==> src/rtl/btn_debounce_pulser.sv <==
// btn_debounce_pulser: synchronize and debounce a push button, emitting a clean level plus single, repeat and continuous enables
module btn_debounce_pulser #(
  parameter int DEBOUNCE_CYCLES = 2_500_000,
  parameter int REPEAT_CYCLES   = 50_000_000,
  parameter int CNT_W           = 26
) (
  input  logic ClkPort,
  input  logic Reset,
  input  logic PB,
  output logic DPB,
  output logic SCEN,
  output logic MCEN,
  output logic CCEN
);
  typedef enum logic [2:0] {INI, WQ, SCEN_ST, WH, MCEN_ST, WFCR} state_t;
  localparam logic [CNT_W-1:0] DB_LAST = CNT_W'(DEBOUNCE_CYCLES - 1);
  localparam logic [CNT_W-1:0] RP_LAST = CNT_W'(REPEAT_CYCLES - 1);
  state_t           state_q, state_d;
  logic [CNT_W-1:0] cnt_q, cnt_d;
  logic             pb_s1_q, pb_s_q;
  always_ff @(posedge ClkPort)
    if (!Reset) begin
      state_q <= INI;
      cnt_q   <= '0;
      pb_s1_q <= 1'b0;
      pb_s_q  <= 1'b0;
    end else begin
      state_q <= state_d;
      cnt_q   <= cnt_d;
      pb_s1_q <= PB;
      pb_s_q  <= pb_s1_q;
    end
  // every transition leaves cnt_d at its cleared default; only dwelling states count
  always_comb begin
    state_d = state_q;
    cnt_d   = '0;
    case (state_q)
      INI:     state_d = pb_s_q ? WQ : INI;
      WQ:
        if (!pb_s_q) state_d = INI;
        else if (cnt_q == DB_LAST) state_d = SCEN_ST;
        else cnt_d = cnt_q + CNT_W'(1);
      SCEN_ST: state_d = WH;
      WH:
        if (!pb_s_q) state_d = WFCR;
        else if (cnt_q == RP_LAST) state_d = MCEN_ST;
        else cnt_d = cnt_q + CNT_W'(1);
      MCEN_ST: state_d = WH;
      WFCR:
        if (pb_s_q) state_d = WH;
        else if (cnt_q == DB_LAST) state_d = INI;
        else cnt_d = cnt_q + CNT_W'(1);
      default: state_d = INI;
    endcase
  end
  assign DPB  = state_q inside {SCEN_ST, WH, MCEN_ST, WFCR};
  assign SCEN = state_q == SCEN_ST;
  assign MCEN = state_q inside {SCEN_ST, MCEN_ST};
  assign CCEN = state_q inside {SCEN_ST, WH, MCEN_ST};
endmodule

==> config.mk <==
export PLATFORM = sky130hd
export DESIGN_NAME = btn_debounce_pulser
export DESIGN_NICKNAME = d
export VERILOG_FILES = /design/src/rtl/btn_debounce_pulser.sv
export SDC_FILE = /design/constraint.sdc
export NUM_CORES = 1
export LEC_CHECK = 0
export BUFFER_PORTS_ARGS = -buffer_cell sky130_fd_sc_hd__buf_2
export CORE_MARGIN = 10
export CORE_UTILIZATION = 50
export CTS_CLUSTER_DIAMETER = 30
export DETAILED_ROUTE_END_ITERATION = 7
export HOLD_SLACK_MARGIN = 0.06
export PLACE_DENSITY = 0.77
export SKIP_LAST_GASP = 1
export SYNTH_ARGS = -nofsm -noshare
export SYNTH_HDL_FRONTEND = slang
export SYNTH_SLANG_ARGS = --single-unit
==> constraint.sdc <==
create_clock -name ClkPort -period 2.37 [get_ports ClkPort]
set_input_delay 0.1185 -clock ClkPort [delete_from_list [all_inputs] [get_ports ClkPort]]
set_output_delay 0.1185 -clock ClkPort [all_outputs]
set_load 0.005 [all_outputs]
==> reports/summary.md <==
* total core area: 3080 µm²
* layer with the highest usage: met2
* number of top-level design ports: 7
* clk_skew: 5.68 ps
* DP Cell Count: 230
* CP Class: flop to flop
* headroom to the max-slew limit: 76.2%
* distinct cell type count after synthesis: 37
* syn_area_per_cell: 8.74 µm²
* average vias per placed instance: 5.37
* net total in the final layout: 201
* Critical-path top delay cell: sky130_fd_sc_hd__dfxtp_1
* net count after synthesis: 191
* DIE HEIGHT: 76.9 µm
* Achievable Freq: 0.507 GHz
* hold crit path type: flop to flop
* fin. max-slew vios: 0
* global-route wire length before repair: 5580 µm
* critical-path maximum fanout: 25
* total of hold buffers inserted after clock tree synthesis: 2
* number of max-capacitance violations reported: 0
* final worst setup slack: 398 ps
* required time of the worst setup path: 2580 ps
* HPWL reported at the end of detailed placement: 2300 µm
* Final min period: 1970 ps
* post-route DRC violation count: 0
* largest net degree at the start of global routing: 26
* clk_lat worst skew: 330 ps
* Setup TNS Final: 0 ps
* Crit path largest cell delay: 390 ps
* number of detailed-route iterations in the first pass: 4
* number of buffers inserted during clock tree synthesis: 5
* netlist area before placement: 1620 µm²
* ratio of final minimum period to clock period: 83.2%
* placer's final routability congestion estimate: 0.789
* met2 track demand over resource: 19.4%
* via count of the first global-routing pass: 1265
* via count of the routed design: 1288
* Power Dens Cells: 504 nW/µm²
* Hold Fails Final Rpt: 0
* cell family contributing the most delay on the critical path: simple AND/OR/NAND/NOR gates
* number of enable flip-flop cells after synthesis: 0
* flop and latch count out of synthesis: 31
* count of antenna diodes in the layout: 0
* met1 layer usage reported by global route: 12.3%
* Chip Width: 76.9 µm
* clock slew at the register clock pins of the worst setup and hold paths: 90 ps
* maximum count of clock buffers along a single path: 2
* critical path endpoint category: flop
* overall global routing resource usage: 11.2%
* Synth area leaders: sky130_fd_sc_hd__dfxtp_1 38%, sky130_fd_sc_hd__xnor2_1 8.1%, sky130_fd_sc_hd__nor2_1 7.2%
* Worst Hold Margin: 458 ps
* Post-CTS Setup Inserts: 0
* detailed-route wire length per cell: 12.8 µm
* proportion of netlist area held by the largest area contributor: 38.4%
* top flip-flop cell by instance count after synthesis: sky130_fd_sc_hd__dfxtp_1
* number of sinks on the clock net: 31
* count of port buffers added during placement: 6
* post-CTS resize count: 0
* total of fill cells in the finished design: 279
* sequence of cells on the critical path: ha_1 -> and4_1 -> nand2_1 -> o31ai_4 -> a21bo_1 -> buf_4 -> nor2_1
* fraction of final layout cells sized beyond drive strength 1: 12.2%
* Synth async-reset ratio: 0%
* cell accounting for the most synthesized area: sky130_fd_sc_hd__dfxtp_1
* kind of start point of the critical path: flop
* maximum vdd ir drop: 0.000340 V
* setup slack of the most critical reg-to-reg path: 400 ps
* num rows: 20
* Iteration-0 DRC Markers: 33
* Total Die Area: 5910 µm²
* sequential fraction of the synthesis area: 38.4%
* met3 layer usage reported by global route: 3.85%
* number of standard cells in the final layout excluding fillers: 240
* area added between synthesis and finish: 8.04%
* Tightest Pin Transition: 354 ps
* Antenna Violating Nets Remaining: 0
* DRT Wirelength: 3060 µm
* outcome: finished, final reports clean
* gate count after technology mapping: 185
* leakage power figure: 0.575 nW
* H-tree lvl count: 2
* setup violation total in the final timing report: 0
* GRT overflow: 0
* cell chosen for the clock root: sky130_fd_sc_hd__clkbuf_4
* yosys warns: 0
* setup slack at placement: 410 ps
* clock tree from TritonCTS: yes
* arrival time at the worst endpoint: 2180 ps
* buffers and inverters on the worst path: 1
* Initial Utilization: 52.6%
* unrepaired setup endpoints after global routing: no
* Design Power: 0.882 mW
* antenna violations before repair: 0
==> sequential cells by signal (all words and copies together) (netlist names) <==
name and flops:
state_q 3, pb_s_q 1, cnt_q 26, pb_s1_q 1
==> area by class of cell <==
cell class	instances	area (µm²)	share of cell area [%]
multi-input combinational	142	920	52.6
sequential	31	621	35.5
clock buffer	8	68.8	3.94
timing repair buffer	10	65.1	3.72
tap	44	55.1	3.15
inverter	5	18.8	1.07
==> power breakdown <==
group	internal, mW	switching (mW)	total, mW
clock	0.174	0.167	0.341
combinational	0.00824	0.00578	0.0140
sequential	0.523	0.00352	0.526
==> metal layers <==
layer	part of all wire, %	vias up
li1	-	660
met1	44	607
met5	0	-
met2	51	15
met4	1.4	0
met3	3.8	6
==> final timing paths <==
path,start,end,cells after the start
hold reg to reg,pb_s1_q,pb_s_q,1
setup reg to reg,cnt_q[0],cnt_q[2],7
hold / removal,pb_s1_q,pb_s_q,1
setup / recovery,cnt_q[0],cnt_q[2],7
==> synth_stat cells (2+ instances only) <==
master	n
sky130_fd_sc_hd__a21oi_1	6
sky130_fd_sc_hd__xnor2_1	15
sky130_fd_sc_hd__nor2_1	31
sky130_fd_sc_hd__nand2_1	16
sky130_fd_sc_hd__and4_1	3
sky130_fd_sc_hd__buf_2	2
sky130_fd_sc_hd__ha_1	3
sky130_fd_sc_hd__dfxtp_1	31
sky130_fd_sc_hd__inv_1	5
sky130_fd_sc_hd__nor4_4	2
sky130_fd_sc_hd__o21bai_1	4
sky130_fd_sc_hd__nor4_1	3
sky130_fd_sc_hd__xor2_1	9
sky130_fd_sc_hd__and2_1	3
sky130_fd_sc_hd__buf_8	2
sky130_fd_sc_hd__nor3_2	2
sky130_fd_sc_hd__nor3_1	5
sky130_fd_sc_hd__nand2b_1	2
sky130_fd_sc_hd__nand4_1	6
sky130_fd_sc_hd__nand3_1	14
sky130_fd_sc_hd__and3_1	4
sky130_fd_sc_hd__buf_4	2
==> cells by family after synthesis <==
family | after synthesis | share of synthesized area (%)
AOI/OAI and AO/OA | 14 | 6.57
xor gates and xnor gates | 24 | 13.0
adders and majority gates | 3 | 2.32
buffers and inverters | 12 | 4.79
DFF | 31 | 38.4
muxes | 1 | 0.619
and+or+nand+nor | 100 | 34.3
==> through the flow <==
step / utilization [%] / area [µm²]
6_report: 56.8 / 1750
3_3_place_gp: 53.9 / 1660
2_1_floorplan: - / 1620
3_5_place_dp: 53.9 / 1660
5_1_grt: 56.8 / 1750
4_1_cts: 56.8 / 1750
==> cell usage in the layout, fill, tap and decap left out, types with 3 or more instances in the layout <==
master	synthesis	routed
sky130_fd_sc_hd__buf_2	2	6
sky130_fd_sc_hd__nor4_1	3	3
sky130_fd_sc_hd__and2_1	3	3
sky130_fd_sc_hd__xor2_1	9	9
sky130_fd_sc_hd__nor3_1	5	5
sky130_fd_sc_hd__nor2_1	31	31
sky130_fd_sc_hd__nand4_1	6	6
sky130_fd_sc_hd__and4_1	3	3
sky130_fd_sc_hd__inv_1	5	5
sky130_fd_sc_hd__nand3_1	14	14
sky130_fd_sc_hd__xnor2_1	15	15
sky130_fd_sc_hd__nand2_1	16	16
sky130_fd_sc_hd__ha_1	3	3
sky130_fd_sc_hd__o21bai_1	4	4
sky130_fd_sc_hd__dfxtp_1	31	31
sky130_fd_sc_hd__and3_1	4	4
sky130_fd_sc_hd__clkbuf_4	0	5
sky130_fd_sc_hd__a21oi_1	6	6
No activity file was read; power rests on OpenSTA's default activity.
